**src/rtl/ats21_req_decoder.sv**
```systemverilog
// ats21_req_decoder: ATS21 client request front-end.
// Captures a two-beat A/B instruction pair, decodes each instruction into a
// field-level command and queues them (A before B) in a first-word-fall-through
// command FIFO drained by the execution core via cmd_valid/cmd_ready.
// Optional feature macro: ATS21_DEC_STATS_EN adds saturating accept/drop counters.

package ats21_req_decoder_pkg;

    // Decoded command as stored in the FIFO.
    typedef struct packed {
        logic        client;
        logic [2:0]  op;
        logic [4:0]  id;
        logic [3:0]  clock;
        logic [1:0]  rate;
        logic        flag;
        logic [3:0]  perm;
        logic [15:0] value;
    } cmd_t;

    typedef enum logic {
        ST_IDLE  = 1'b0,
        ST_BEAT2 = 1'b1
    } state_e;

endpackage

module ats21_req_decoder
    import ats21_req_decoder_pkg::*;
#(
    parameter int unsigned FIFO_DEPTH = 4
) (
    input  logic        clk,
    input  logic        reset,
    input  logic        req,
    input  logic [15:0] ctrlA,
    input  logic [15:0] ctrlB,
    output logic        ready,
    output logic        cmd_valid,
    input  logic        cmd_ready,
    output logic        cmd_client,
    output logic [2:0]  cmd_op,
    output logic [4:0]  cmd_id,
    output logic [3:0]  cmd_clock,
    output logic [1:0]  cmd_rate,
    output logic        cmd_flag,
    output logic [3:0]  cmd_perm,
    output logic [15:0] cmd_value,
`ifdef ATS21_DEC_STATS_EN
    output logic [15:0] stat_accepted,
    output logic [15:0] stat_dropped,
`endif
    output logic        err_illegal,
    output logic        err_overrun
);

    localparam int unsigned PW = $clog2(FIFO_DEPTH);
    localparam int unsigned CW = $clog2(FIFO_DEPTH) + 1;

    state_e          state_q, state_d;
    logic            ready_q, ready_d;
    logic            valid_q, valid_d;
    logic            err_ill_q, err_ill_d;
    logic            err_ovr_q, err_ovr_d;
    logic [PW-1:0]   wr_ptr_q, wr_ptr_d;
    logic [PW-1:0]   rd_ptr_q, rd_ptr_d;
    logic [CW-1:0]   count_q, count_d;
    cmd_t            pend_q [2];
    cmd_t            pend_d [2];
    cmd_t            mem_q [FIFO_DEPTH];

    logic [15:0]     beat_w [2];
    cmd_t            dec_hi [2];
    cmd_t            beat_cmd [2];
    logic [1:0]      push;
    logic [1:0]      illegal;
    logic            pop;
    cmd_t            head;

    assign beat_w[0] = ctrlA;
    assign beat_w[1] = ctrlB;

    // Per-client decode: high-word fields at capture, value word and push/illegal in BEAT2.
    always_comb begin
        for (int c = 0; c < 2; c++) begin
            dec_hi[c]        = '0;
            dec_hi[c].client = 1'(c);
            dec_hi[c].op     = beat_w[c][15:13];
            case (beat_w[c][15:13])
                3'b001: begin
                    dec_hi[c].clock = beat_w[c][12:9];
                    dec_hi[c].rate  = beat_w[c][7:6];
                end
                3'b010: begin
                    dec_hi[c].clock = beat_w[c][12:9];
                    dec_hi[c].flag  = beat_w[c][7];
                end
                3'b011: begin
                    dec_hi[c].flag  = beat_w[c][12];
                    dec_hi[c].perm  = beat_w[c][11:8];
                end
                3'b101: begin
                    dec_hi[c].id    = beat_w[c][12:8];
                    dec_hi[c].clock = beat_w[c][3:0];
                    dec_hi[c].flag  = beat_w[c][7];
                end
                3'b110: begin
                    dec_hi[c].id    = beat_w[c][12:8];
                    dec_hi[c].clock = beat_w[c][3:0];
                end
                3'b111: begin
                    dec_hi[c].id    = beat_w[c][12:8];
                    dec_hi[c].flag  = beat_w[c][7];
                end
                default: begin
                end
            endcase

            beat_cmd[c] = pend_q[c];
            if ((pend_q[c].op == 3'b101) || (pend_q[c].op == 3'b110)) begin
                beat_cmd[c].value = beat_w[c];
            end
            push[c]    = (state_q == ST_BEAT2) && (pend_q[c].op != 3'b000)
                                               && (pend_q[c].op != 3'b100);
            illegal[c] = (state_q == ST_BEAT2) && (pend_q[c].op == 3'b100);
        end
    end

    // Capture FSM next state, FIFO bookkeeping and registered-output next values.
    always_comb begin
        state_d   = state_q;
        pend_d    = pend_q;
        err_ovr_d = 1'b0;
        err_ill_d = |illegal;
        pop       = valid_q & cmd_ready;

        case (state_q)
            ST_IDLE: begin
                if (req) begin
                    if (ready_q) begin
                        pend_d  = dec_hi;
                        state_d = ST_BEAT2;
                    end else begin
                        err_ovr_d = 1'b1;
                    end
                end
            end
            ST_BEAT2: begin
                state_d = ST_IDLE;
            end
            default: begin
                state_d = ST_IDLE;
            end
        endcase

        count_d  = count_q + CW'(push[0]) + CW'(push[1]) - CW'(pop);
        wr_ptr_d = wr_ptr_q + PW'(push[0]) + PW'(push[1]);
        rd_ptr_d = rd_ptr_q + PW'(pop);
        valid_d  = (count_d != '0);
        // Two free slots are required so the following BEAT2 push can never overflow.
        ready_d  = (state_d == ST_IDLE) && (count_d <= CW'(FIFO_DEPTH - 2));
    end

    // Control and status registers.
    always_ff @(posedge clk) begin
        if (reset) begin
            state_q   <= ST_IDLE;
            ready_q   <= 1'b0;
            valid_q   <= 1'b0;
            err_ill_q <= 1'b0;
            err_ovr_q <= 1'b0;
            wr_ptr_q  <= '0;
            rd_ptr_q  <= '0;
            count_q   <= '0;
            pend_q    <= '{default: '0};
        end else begin
            state_q   <= state_d;
            ready_q   <= ready_d;
            valid_q   <= valid_d;
            err_ill_q <= err_ill_d;
            err_ovr_q <= err_ovr_d;
            wr_ptr_q  <= wr_ptr_d;
            rd_ptr_q  <= rd_ptr_d;
            count_q   <= count_d;
            pend_q    <= pend_d;
        end
    end

    // FIFO storage; A lands at the write pointer, B right behind it.
    always_ff @(posedge clk) begin
        if (push[0]) begin
            mem_q[wr_ptr_q] <= beat_cmd[0];
        end
        if (push[1]) begin
            mem_q[wr_ptr_q + PW'(push[0])] <= beat_cmd[1];
        end
    end

    assign head        = valid_q ? mem_q[rd_ptr_q] : '0;
    assign ready       = ready_q;
    assign cmd_valid   = valid_q;
    assign cmd_client  = head.client;
    assign cmd_op      = head.op;
    assign cmd_id      = head.id;
    assign cmd_clock   = head.clock;
    assign cmd_rate    = head.rate;
    assign cmd_flag    = head.flag;
    assign cmd_perm    = head.perm;
    assign cmd_value   = head.value;
    assign err_illegal = err_ill_q;
    assign err_overrun = err_ovr_q;

`ifdef ATS21_DEC_STATS_EN
    logic [15:0] stat_acc_q, stat_acc_d;
    logic [15:0] stat_drop_q, stat_drop_d;
    logic [16:0] acc_sum;
    logic [16:0] drop_sum;

    // Saturating accepted/dropped counter next values.
    always_comb begin
        acc_sum     = {1'b0, stat_acc_q} + 17'(push[0]) + 17'(push[1]);
        drop_sum    = {1'b0, stat_drop_q} + 17'(err_ovr_d) + 17'(illegal[0]) + 17'(illegal[1]);
        stat_acc_d  = acc_sum[16] ? 16'hFFFF : acc_sum[15:0];
        stat_drop_d = drop_sum[16] ? 16'hFFFF : drop_sum[15:0];
    end

    // Statistics registers.
    always_ff @(posedge clk) begin
        if (reset) begin
            stat_acc_q  <= '0;
            stat_drop_q <= '0;
        end else begin
            stat_acc_q  <= stat_acc_d;
            stat_drop_q <= stat_drop_d;
        end
    end

    assign stat_accepted = stat_acc_q;
    assign stat_dropped  = stat_drop_q;
`else
    // Statistics disabled: no counters are built.
`endif

endmodule
```
**config.mk**
```make
export PLATFORM = sky130hd
export DESIGN_NAME = ats21_req_decoder
export DESIGN_NICKNAME = d
export VERILOG_FILES = /design/src/rtl/ats21_req_decoder.sv
export SDC_FILE = /design/constraint.sdc
export NUM_CORES = 1
export LEC_CHECK = 0
export ABC_AREA = 1
export BUFFER_PORTS_ARGS = -buffer_cell sky130_fd_sc_hd__clkbuf_2
export CAP_MARGIN = 15
export CORE_MARGIN = 4
export CORE_UTILIZATION = 42
export CTS_BUF_LIST = sky130_fd_sc_hd__clkbuf_4 sky130_fd_sc_hd__clkbuf_8
export DETAILED_ROUTE_END_ITERATION = 8
export PLACE_DENSITY = 0.64
export SLEW_MARGIN = 20
export SYNTH_ARGS = -nofsm -noshare
export SYNTH_HDL_FRONTEND = slang
export SYNTH_SLANG_ARGS = --single-unit
```
**constraint.sdc**
```tcl
create_clock -name clk -period 9.7 [get_ports clk]
set_clock_uncertainty 0.1 [all_clocks]
set_input_delay 0.485 -clock clk [delete_from_list [all_inputs] [get_ports clk]]
set_output_delay 0.485 -clock clk [all_outputs]
set_load 0.005 [all_outputs]
```
* After elaboration in Yosys (flattened, before gate mapping)
Memories as Yosys holds them, arrays and structs flattened. A register that Yosys moved wholly into a read port is not among the register bits. Cells that the tools add are included.
Word-level totals: output and inout bits 40, word-level logic and storage cells 98, RAM bits 144, register bits after elaboration 51, memories 1
Operators by class: bitwise logic cells 4, reduce and logical (&&, ||, !) cells 23, mux-type cells 22, $lt $le $gt $ge 1, add/subtract/negate cells 6, equal/unequal tests 20
Memory list:
- mem_q | depth 4, bits a word 36, rd ports 1, clocked after Yosys merged registers in 1, wr ports 2, line 70 | cmd_t mem_q [FIFO_DEPTH];
Operators by type and width (count):
- == test 3 bit, second input constant | 12
- 2-to-1 mux 36 bit | 1
- 2-to-1 mux 16 bit | 2
- one-hot mux 4 bit (2 select lines) | 2
- OR reduction 3 bit | 5
- == test 3 x 2 -> 1 bit, second input constant | 4
- 2-to-1 mux 5 bit | 2
- OR reduction 2 bit | 5
- nonzero test 3 bit | 3
- 2-to-1 mux 4 bit | 2
- logical AND 1 bit | 7
- 2-to-1 mux 1 bit | 7
- adder 2 x 1 -> 2 bit | 3
- adder 3 x 1 -> 3 bit | 2
- == test 3 x 1 -> 1 bit, second input constant | 2
- 2-to-1 mux 2 bit | 3
- inequality test 3 bit, second input constant | 2
- one-hot mux 1 bit (2 select lines) | 3
- <= comparator 3 x 2 -> 1 bit, second input constant | 1
- inverter 1 bit | 3
- AND reduction 3 bit | 1
- subtractor 3 x 1 -> 3 bit | 1
- logical OR 1 bit | 2
- AND 1 bit | 1

* Depth between registers and ports, before layout
Gate-level depths: netlist of run 1.
word-level depth 8, depth in mapped cells 13

* Worst setup path before layout of run 1
Ideal clock, no wire load.
path kind reg-to-reg, start register pend_q, in the netlist beat_cmd[68], end memory mem_q[0][0] (netlist bit), enable pin, stages on the path, launching flop included 5, arrival time 3.316 ns, period minus slack after synthesis 3.895 ns, path slack 5.805 ns, path buffers 0, path through dfxtp_1 nor2_1 nor2_1 nand2_1 o21ai_0
RTL lines:
- from (decl) | line 68 | cmd_t pend_q [2];
- from (signal assigned) | line 185 | pend_q <= pend_d;
- to (decl) | line 70

==> results by group, run 1 <==
Outcome
  – Status: complete, no violations

Clock tree
  – Hold Buf Count CTS: 0
  – Clock sinks: 195
  – Maximum clock path buffer count: 2
  – CTS clock-pin slew for the worst setup and hold paths: 100 ps
  – Root buf cell: clkbuf_8
  – Post-CTS setup buffers: 0
  – H-tree levels: 4
  – Worst-Skew Late Latency: 470 ps
  – Total CTS buffers: 17
  – CTS tree: yes
  – Post-cts sizing count: 0

Timing
  – # setup viols final: 0
  – Fin crit period: 3300 ps
  – RSZ-0062 raised after global routing: false
  – Final period util: 34.0%
  – Worst hold slack: ~170 ps
  – TNS Setup: 0 ps
  – Final Hold Viols: 0
  – Final WS setup: between 6000 and 7000 ps
  – Slew Limit Fails: 0
  – Max_slew headroom: 38.4%
  – Worst-Margin Slew: between 900 and 1000 ps
  – Peak Freq: roughly 300 MHz

Placed design
  – GPL Wtd Cong: around 0.91
  – Port buffer count: 75
  – Dpl ws: 6740 ps
  – Hpwl dp: 17600 um

Die
  – Die area: 25000 sq um
  – IO Pins: 76
  – Die width: 158 um
  – Core area: 22000 sq um
  – Die height: about 160 um
  – Row count: 54
  – Initial Util: 43.0%

Global routing
  – Vias in the first global route: ~7300
  – Initial antenna violation count: 0
  – First-pass GRT wire length: 40900 um
  – Total track usage: 21.5%
  – Largest net degree at the start of global routing: 73
  – Total gr overflow: 0

Worst hold path
  – Min-delay worst type: in2reg

Layout
  – Nets: roughly 1200
  – Layout area overhead: 10.6%
  – # diodes: 0
  – Most frequent cells in the layout: nand2_1, o21ai_0, nor2_1
  – Post-layout util: between 40% and 50%
  – Leading cell type in the layout, fill and taps excluded: nand2_1
  – Ratio of cells with drive above 1 in the final layout: 11.5%

Setup path
  – CP required: 9120 ps
  – Critical path type: reg2out
  – WP data arrival: 2710 ps
  – Worst Path Max Fanout: 72
  – Crit start category: flip-flop
  – CP Capture Type: primary output
  – Max stage delay cell, worst path: clkinv_2
  – Worst path max stage delay: between 800 and 900 ps
  – Cells along the critical path: clkinv_2 > o21ai_0 > a21oi_1 > clkbuf_2

Power
  – PwrDens: around 180 nW/um^2
  – VDD IR max: around 0.0001 V
  – Leakage power: 3.81 nW

Drt
  – WL final: 26200 um
  – Avg WL per Cell: 17.9 um
  – DR vias: 7801
  – DRC viols: 0
  – Antenna-violating nets left: 0
  – DRT iter0 DRCs: 701
  – Pre-antenna DRT Iters: 5
  – Via density: 5.33

Yosys
  – Synth cell types: 27
  – Post-synthesis register bit count: 195
  – Synth Net Count: around 1200
  – Sequential area share after synthesis: 56.6%
  – YS warnings: 0
  – Post-Syn Area per Cell: between 8 and 9 sq um
  – Post-synth design cell area: between 9000 and 10000 sq um
  – Syn Inst Count: 1126

Job
  – Max Cap Viol: 0
==> path summary, 6_finish.rpt <==
| path | start | end | slack, ps | cells after the start |
|---|---|---|---|---|
| max | rd_ptr_q[0] | cmd_value[15] | 6400 | 4 |
| min | ctrlB[6] | beat_cmd[21] | 170 | 3 |
| max reg2reg | beat_cmd[68] | mem_q[3][3] | 6660 | 8 |
| min reg2reg | beat_cmd[18] | beat_cmd[18] | 370 | 2 |
==> through the flow <==
stage / total power (W) / area, sq um / cells
after global placement: 0.00139 / 10000 / 1432
final: 0.00193 / 10400 / 1464
after floorplan: 0.00124 / 9450 / 1126
after detailed placement: 0.00140 / 10000 / 1432
after global routing: 0.00203 / 10400 / 1464
after CTS: 0.00193 / 10400 / 1464
==> synth_stat cells <==
master | n | area [sq um]
nand2_1 | 264 | 991
o21ai_0 | 211 | 1060
nor2_1 | 192 | 721
edfxtp_1 | 144 | 4320
a21oi_1 | 67 | 335
inv_1 | 62 | 233
dfxtp_1 | 51 | 1020
nand3_1 | 29 | 145
buf_2 | 25 | 125
clkbuf_1 | 22 | 82.6
o21ai_1 | 15 | 75.1
clkbuf_2 | 7 | 35.0
buf_1 | 6 | 22.5
nor2_2 | 6 | 37.5
buf_4 | 5 | 37.5
ha_1 | 4 | 50.1
clkinv_1 | 2 | 7.51
fa_1 | 2 | 40.0
o211ai_1 | 2 | 15.0
xnor2_1 | 2 | 17.5
xor2_1 | 2 | 17.5
a211oi_1 | 1 | 7.51
inv_2 | 1 | 3.75
nand3_2 | 1 | 10.0
nor3_1 | 1 | 5.00
xnor2_2 | 1 | 16.3
xor2_2 | 1 | 16.3
==> state kept, by name (all words and copies together) (netlist names) <==
| name | flops |
|---|---|
| rd_ptr_q | 2 |
| cmd_valid | 1 |
| mem_q | 144 |
| ready | 1 |
| beat_cmd | 39 |
| count_q | 3 |
| err_illegal | 1 |
| err_overrun | 1 |
| wr_ptr_q | 2 |
| state_q | 1 |
==> critical path, delay by kind of cell (launching register included) <==
| family | cells | cell delay [ps] |
|---|---|---|
| compound gates | 2 | 620 |
| buf+inv | 2 | 990 |
| flops | 1 | 610 |
==> layer usage <==
metal	track usage (%)	wire length (um)	vias up
met5	0	0	-
met4	7.11	550	0
met3	3.69	1440	33
met2	34.2	12300	261
met1	30.1	11900	3667
li1	-	-	3840
==> layout make-up <==
| type | instances | area (sq um) |
|---|---|---|
| Clock buffer | 18 | 241 |
| Clock inverter | 14 | 163 |
| Fill cell | 2075 | 11500 |
| Inverter | 65 | 245 |
| Multi-Input combinational cell | 801 | 3610 |
| Sequential cell | 195 | 5350 |
| Tap cell | 280 | 350 |
| Timing Repair Buffer | 91 | 495 |
==> cells by family (layout without fill, tap and decap cells) <==
group	count (synthesis)	after routing	synth area share, %
AOI/OAI and AO/OA	296	296	15.8
xor gates and xnor gates	6	6	0.715
and+or+nand+nor	493	493	20.2
adders and majority gates	6	6	0.954
DFF	195	195	56.6
buffers and inverters	130	188	5.79
==> power by group <==
| group | leakage (nW) | switching, W | internal [W] | total, W |
|---|---|---|---|---|
| clock network | 0.195 | 0.000291 | 0.000256 | 0.000547 |
| registers | 1.75 | 0.0000349 | 0.000927 | 0.000962 |
| logic | 1.87 | 0.000283 | 0.000134 | 0.000416 |
| total | 3.81 | 0.000608 | 0.00132 | 0.00193 |
Power figures use the tool's default switching activity.
==> run 2: changes to the inputs <==
PLACE_DENSITY = 0.67   (was 0.64)
clock period = 2.8 ns   (was 9.7 ns; I/O delays follow)
==> results by group, run 2 (synthesized netlist as in run 1, its figures left out) <==
Clock tree
  – CTS tree: yes
  – Post-CTS setup buffers: 0 (unchanged)
  – Root buf cell: clkbuf_8
  – Worst-Skew Late Latency: 450 ps (-20 ps)
  – CTS clock-pin slew for the worst setup and hold paths: 90 ps (about the same)
  – Total CTS buffers: 17 (unchanged)
  – H-tree levels: 4 (unchanged)
  – Maximum clock path buffer count: 2 (unchanged)
  – Clock sinks: 195 (unchanged)

Power
  – Comb pwr share: 23.6% (+2.0 points)
  – Internal Power: 0.00455 W (+250%)
  – Leakage power: 4.04 nW (+5.9%)
  – Share of power burned in registers: 49.7% (-0.3 points)
  – Sw frac: 31.6% (+0.039 points)
  – VDD IR max: 0.000287 V (+180%)
  – Psw: 0.00211 W (+250%)
  – Clock group share of total power: 26.8% (-1.6 points)
  – Power Total: 0.00666 W (+250%)
  – PwrDens: 612 nW/um^2 (+230%)

Setup path
  – Worst Path Max Fanout: 7 (-90%)
  – Crit path to: cmd_valid
  – WP data arrival: 2850 ps (+140 ps)
  – Worst R2R Start: beat_cmd[68]
  – Crit path from: beat_cmd[68]
  – CP required: 3110 ps (-6010 ps)
  – R2R cell count: 13 (+5)
  – CP Capture Type: flip-flop
  – Critical path type: reg2reg
  – Crit start category: flip-flop
  – FF-to-FF End: cmd_valid
  – R2R Setup Slk: 260 ps (-6400 ps)

Global routing
  – Initial antenna violation count: 0 (unchanged)
  – Total track usage: 21.7% (+0.21 points)
  – Total gr overflow: 0 (unchanged)
  – First-pass GRT wire length: 41600 um (+1.7%)
  – Vias in the first global route: 7595 (+3.5%)
  – Largest net degree at the start of global routing: 40 (-45%)

Die
  – Core area: 22000 sq um (unchanged)
  – Die width: 158 um (unchanged)
  – Die area: 25000 sq um (unchanged)
  – Row count: 54 (unchanged)
  – Initial Util: 43.0% (unchanged)
  – IO Pins: 76 (unchanged)
  – Die height: 158 um (unchanged)

Layout
  – Fill cell count: 2067 (-0.39%)
  – Most frequent cells in the layout: nand2_1, o21ai_0, nor2_1
  – # diodes: 0 (unchanged)
  – Layout area overhead: 15.2%
  – Nets: 1259 (+3.8%)
  – Leading cell type in the layout, fill and taps excluded: nand2_1
  – Max reg flops: 144 (unchanged)
  – Reg with most FFs: mem_q
  – Ratio of cells with drive above 1 in the final layout: 12.5% (+1.0 points)

Placed design
  – GPL Wtd Cong: 0.917 (+0.99%)
  – Hpwl dp: 17700 um (+0.21%)
  – Port buffer count: 75 (unchanged)

Drt
  – Avg WL per Cell: 17.6 um (-1.9%)
  – DRT iter0 DRCs: 697 (-0.57%)
  – Via density: 5.32 (-0.13%)
  – WL final: 26500 um (+1.2%)
  – Pre-antenna DRT Iters: 5 (unchanged)
  – DRC viols: 0 (unchanged)
  – DR vias: 8036 (+3.0%)
  – Antenna-violating nets left: 0 (unchanged)

Timing
  – Max_slew headroom: 48.4% (+10 points)
  – Final Hold Viols: 0 (unchanged)
  – # setup viols final: 0 (unchanged)
  – Final period util: 90.7%
  – TNS Setup: 0 ps (unchanged)
  – Peak Freq: about 390 MHz
  – Worst-Margin Slew: 771 ps (-151 ps)
  – Fin crit period: 2540 ps
  – RSZ-0062 raised after global routing: false
  – Slew Limit Fails: 0 (unchanged)

Worst hold path
  – Min-delay worst type: in2reg

Outcome
  – Status: complete, no violations

Job
  – Max Cap Viol: 0 (unchanged)
[run 2: cell count changes in the layout (fill, tap and decap cells not counted)]
| cell | delta |
|---|---|
| bufinv_16 | -1 |
| inv_8 | -1 |
| nor2_4 | -1 |
| clkinvlp_4 | -3 |
| clkinv_4 | -1 |
| buf_4 | +14 |
| inv_2 | +1 |
| clkinv_1 | +1 |
| inv_6 | +4 |
| nor2_2 | +1 |
| dlygate4sd3_1 | +27 |
| buf_12 | +5 |
[run 2: cell type report]
| type | instances | area (sq um) | share of cell area, % |
|---|---|---|---|
| clock buffers | 18 | 241 | 2.22 |
| clock inverters | 14 | 134 | 1.23 |
| inverters | 65 | 244 | 2.24 |
| multi-input cells | 801 | 3600 | 33.1 |
| flip-flops and latches | 195 | 5350 | 49.1 |
| well taps | 280 | 350 | 3.22 |
| repair buffers | 137 | 971 | 8.92 |
[run 2: worst max-delay path: stages (launching register included)]
cell,delay [ps]
dfxtp_1,440
nor2_1,140
nor2_1,240
inv_1,80
ha_1,280
inv_1,50
fa_1,380
inv_1,80
fa_1,440
inv_1,70
nor2_1,40
nand3_1,70
nand2_1,50
inv_1,60
[run 2: repair_timing]
action                    in CTS  in global routing
hold buffers                  27                  0
hold endpoints to repair      30                  0
gates resized for setup        0                  0
[run 2: per-layer routing]
| layer | routed length (um) | vias to the layer above | track usage, % |
|---|---|---|---|
| li1 | - | 3940 | - |
| met1 | 11500 | 3761 | 29.3 |
| met2 | 12700 | 291 | 36.2 |
| met3 | 1690 | 44 | 3.12 |
| met4 | 708 | 0 | 7.23 |
| met5 | 0 | - | 0 |
[run 2: worst min-delay path by stage]
stage          cells past startpoint  slack (ps)            to  startpoint
6_report                           3          30   mem_q[2][4]    ctrlA[4]
5_1_grt                            5          40  beat_cmd[54]   ctrlA[10]
2_1_floorplan                      2         150  beat_cmd[59]    ctrlA[0]
3_5_place_dp                       3         320  beat_cmd[21]    ctrlB[6]
3_3_place_gp                       3         300  beat_cmd[21]    ctrlB[6]
4_1_cts                            3         0.4   mem_q[1][4]    ctrlA[4]
[run 2: power groups by stage]
stage	registers, W	clock network (W)	logic, W
2_1_floorplan	0.00335	0	0.000932
3_3_place_gp	0.00337	0	0.00152
3_5_place_dp	0.00337	0	0.00153
4_1_cts	0.00331	0.00180	0.00157
5_1_grt	0.00332	0.00193	0.00177
6_report	0.00331	0.00178	0.00157
[run 2: metrics by stage]
stage / cell area, sq um / std cells / hold WS [ps] / utilization, % / setup slack (ps)
6_report: 10900 / 1510 / 27.6 / 49.6 / 260
5_1_grt: 10900 / 1510 / 38.7 / 49.6 / 78.0
4_1_cts: 10900 / 1510 / 0.429 / 49.6 / 260
3_5_place_dp: 10200 / 1451 / 315 / 46.6 / 276
3_3_place_gp: 10200 / 1451 / 305 / 46.6 / 347
2_1_floorplan: 9460 / 1126 / 150 / - / 341
==> run 3: changes to the inputs <==
ABC_AREA = default   (was 1)
CORE_MARGIN = default   (was 4)
==> results by group, run 3 <==
Placed design
  – GPL Wtd Cong: 0.813 (-11%)
  – Placed insts: 997 (-31%)
  – Hpwl dp: 14900 um (-16%)
  – Dpl ws: 125 ps (-151 ps)
  – Port buffer count: 75 (unchanged)

Drt
  – DRT iter0 DRCs: 426 (-39%)
  – Via density: 5.71 (+7.2%)
  – DR vias: 6078 (-24%)
  – M1 WL: 9700 um (-15%)
  – Wire length on met2: 11900 um (-6.0%)
  – Avg WL per Cell: 22.4 um (+27%)
  – DRC viols: 2 (+2)
  – Pre-antenna DRT Iters: 9 (+4)
  – WL met3: 1370 um (-19%)
  – WL final: 23800 um (-10%)
  – Antenna-violating nets left: 0 (unchanged)
  – Top Layer Used: met4

Die
  – Row count: 54 (unchanged)
  – Initial Util: 43.3% (+0.25 points)
  – IO Pins: 76 (unchanged)
  – Die height: 153 um (-3.4%)
  – Die width: 153 um (-3.4%)
  – Die area: 23300 sq um (-6.6%)
  – Core area: 22000 sq um (+0.31%)

Global routing
  – First-pass GRT wire length: 36400 um (-12%)
  – Total gr overflow: 0 (unchanged)
  – Vias in the first global route: 6338 (-17%)
  – Initial antenna violation count: 1 (+1)
  – Total track usage: 21.0% (-0.77 points)
  – Largest net degree at the start of global routing: 38 (-5.0%)

Yosys
  – FFs w/ async S/R, synth: 0% (unchanged)
  – Largest area contributor in the netlist: edfxtp_1
  – Combinational family with the most area after synthesis: multiplexers
  – Sequential area share after synthesis: 56.1% (-0.50 points)
  – Post-synth design cell area: 9530 sq um (+0.90%)
  – Post-synthesis register bit count: 195 (unchanged)
  – YS warnings: 0 (unchanged)
  – Most frequent cell after synthesis: edfxtp_1
  – Post-Synth Adder-Cell Area: 0.945% (-0.0085 points)
  – Synth Area in Simple Gates: 9.82% (-10 points)
  – Mux cell area share after synthesis: 26.1% (+26 points)
  – Synth Net Count: 713 (-39%)
  – Synth cell types: 47 (+74%)
  – Main area contributors after synthesis: edfxtp_1, mux2_2, dfxtp_1, mux4_2, and2_1
  – Post-synth top cells: edfxtp_1, mux2_2, dfxtp_1
  – Syn Inst Count: 671 (-40%)
  – XOR/XNOR Fraction of Synth Area: 0.998% (+0.28 points)
  – Post-Syn Area per Cell: 14.2 sq um (+69%)
  – Synth Flop Type: edfxtp_1
  – Post-synth EDFFs: 144 (unchanged)
  – Compound-Gate Fraction of Synth Area: 3.26% (-13 points)
  – Post-synth top area share: 45.4% (-0.41 points)

Clock tree
  – H-tree levels: 4 (unchanged)
  – CTS clock-pin slew for the worst setup and hold paths: 100 ps (about the same)
  – Post-CTS setup buffers: 0 (unchanged)
  – Maximum clock path buffer count: 2 (unchanged)
  – Worst-Skew Late Latency: 480 ps (+30 ps)
  – CTS tree: yes
  – Clock sinks: 195 (unchanged)
  – Root buf cell: clkbuf_8
  – Total CTS buffers: 17 (unchanged)

Setup path
  – WP data arrival: 2790 ps (-60 ps)
  – CP required: 2930 ps (-180 ps)
  – Worst Path Max Fanout: 13 (+6)
  – R2R Setup Slk: 140 ps (-120 ps)
  – Crit start category: flip-flop
  – Worst R2R Start: beat_cmd[68]
  – R2R cell count: 6 (-7)
  – FF-to-FF End: mem_q[3][18]
  – Critical path type: reg2reg
  – CP Capture Type: flip-flop

Power
  – PwrDens: 589 nW/um^2 (-3.7%)
  – VDD IR max: 0.000492 V (+72%)
  – Power Total: 0.00653 W (-1.9%)
  – Leakage power: 4.13 nW (+2.4%)

Layout
  – Layout area overhead: 16.4%
  – Post-layout util: 50.4% (+0.77 points)
  – Max reg flops: 144 (unchanged)
  – Non-Filler Instances: 1065 (-29%)
  – Nets: 813 (-35%)
  – Ratio of cells with drive above 1 in the final layout: 40.2% (+28 points)
  – Leading cell type in the layout, fill and taps excluded: edfxtp_1
  – Reg with most FFs: mem_q
  – Most frequent cells in the layout: edfxtp_1, mux2_2, clkbuf_2

Timing
  – Final Hold Viols: 0 (unchanged)
  – RSZ-0062 raised after global routing: false
  – Peak Freq: 375 MHz (-4.7%)
  – Fin crit period: 2660 ps (+124 ps)
  – Slew Limit Fails: 0 (unchanged)
  – Final WS setup: 136 ps (-124 ps)
  – Max_slew headroom: 46.6% (-1.8 points)
  – # setup viols final: 0 (unchanged)
  – Worst-Margin Slew: 800 ps (+28.5 ps)
  – Final period util: 95.1% (+4.4 points)

Outcome
  – Failing checks: design-rule violations
  – Status: finished with violations

Worst hold path
  – Min-delay worst type: in2reg
  – Cells on Worst Hold Path: 4 (+1)
  – End of the worst hold path: rd_ptr_q[0]
  – Min-delay src: cmd_ready

Job
  – Max Cap Viol: 0 (unchanged)
## run 3: area by class of cell
cell class	instances	area [sq um]
fillers	1886	10900
flip-flops and latches	195	5350
multi-input cells	418	3960
repair buffers	133	952
well taps	280	350
clock buffers	19	255
clock inverters	13	206
inverters	6	22.5
diodes	1	2.50
## run 3: stage by stage
stage                     instance area [sq um]  hold WS [ps]  TNS (ps)
after floorplan                            9550           192     -1880
after global placement                    10300           319         0
after detailed placement                  10300           327         0
after CTS                                 11100          12.3         0
after global routing                      11100          45.4         0
final                                     11100          36.0         0
## run 3: critical path, cell delays in order, from the launching register on
cell and delay, ps:
dfxtp_1 390, o21a_1 270, ha_1 440, o211ai_1 320, nor2_4 240, buf_4 280
mux2_2 360
## run 3: worst max-delay path by stage
stage	to	startpoint	slack [ps]
2_1_floorplan	mem_q[3][0]	beat_cmd[68]	-50
3_3_place_gp	mem_q[2][12]	beat_cmd[68]	210
3_5_place_dp	mem_q[2][8]	beat_cmd[68]	120
4_1_cts	mem_q[2][1]	beat_cmd[68]	110
5_1_grt	mem_q[3][18]	beat_cmd[68]	20
6_report	mem_q[3][18]	beat_cmd[68]	140
## run 3: what timing repair did
| action | CTS | global route |
|---|---|---|
| resized for setup | 0 | 2 |
| hold buffers | 35 | 0 |
| setup endpoints to repair | 0 | 36 |
| hold endpoints to repair | 45 | 0 |
## run 3: logic make-up (layout without fill, tap and decap cells)
group                      count (synthesis)  after routing
DFF                                      195            195
AOI/OAI and AO/OA                         49             49
adders and majority gates                  6              6
muxes                                    186            186
other                                      0              1
buffers and inverters                     58            171
and+or+nand+nor                          167            167
xor gates and xnor gates                  10             10
## run 3: power by group
group	leakage [nW]	internal, W	switching, W
Sequential	1.73	0.00317	0.0000856
Combinational	2.18	0.000542	0.000644
Clock	0.231	0.00110	0.000994
## run 3: routing by layer
layer / vias up / global-route usage (%)
met4: 0 / 10.1
met3: 51 / 3.58
met1: 3062 / 26.1
met5: - / 0
met2: 217 / 35.4
li1: 2748 / -
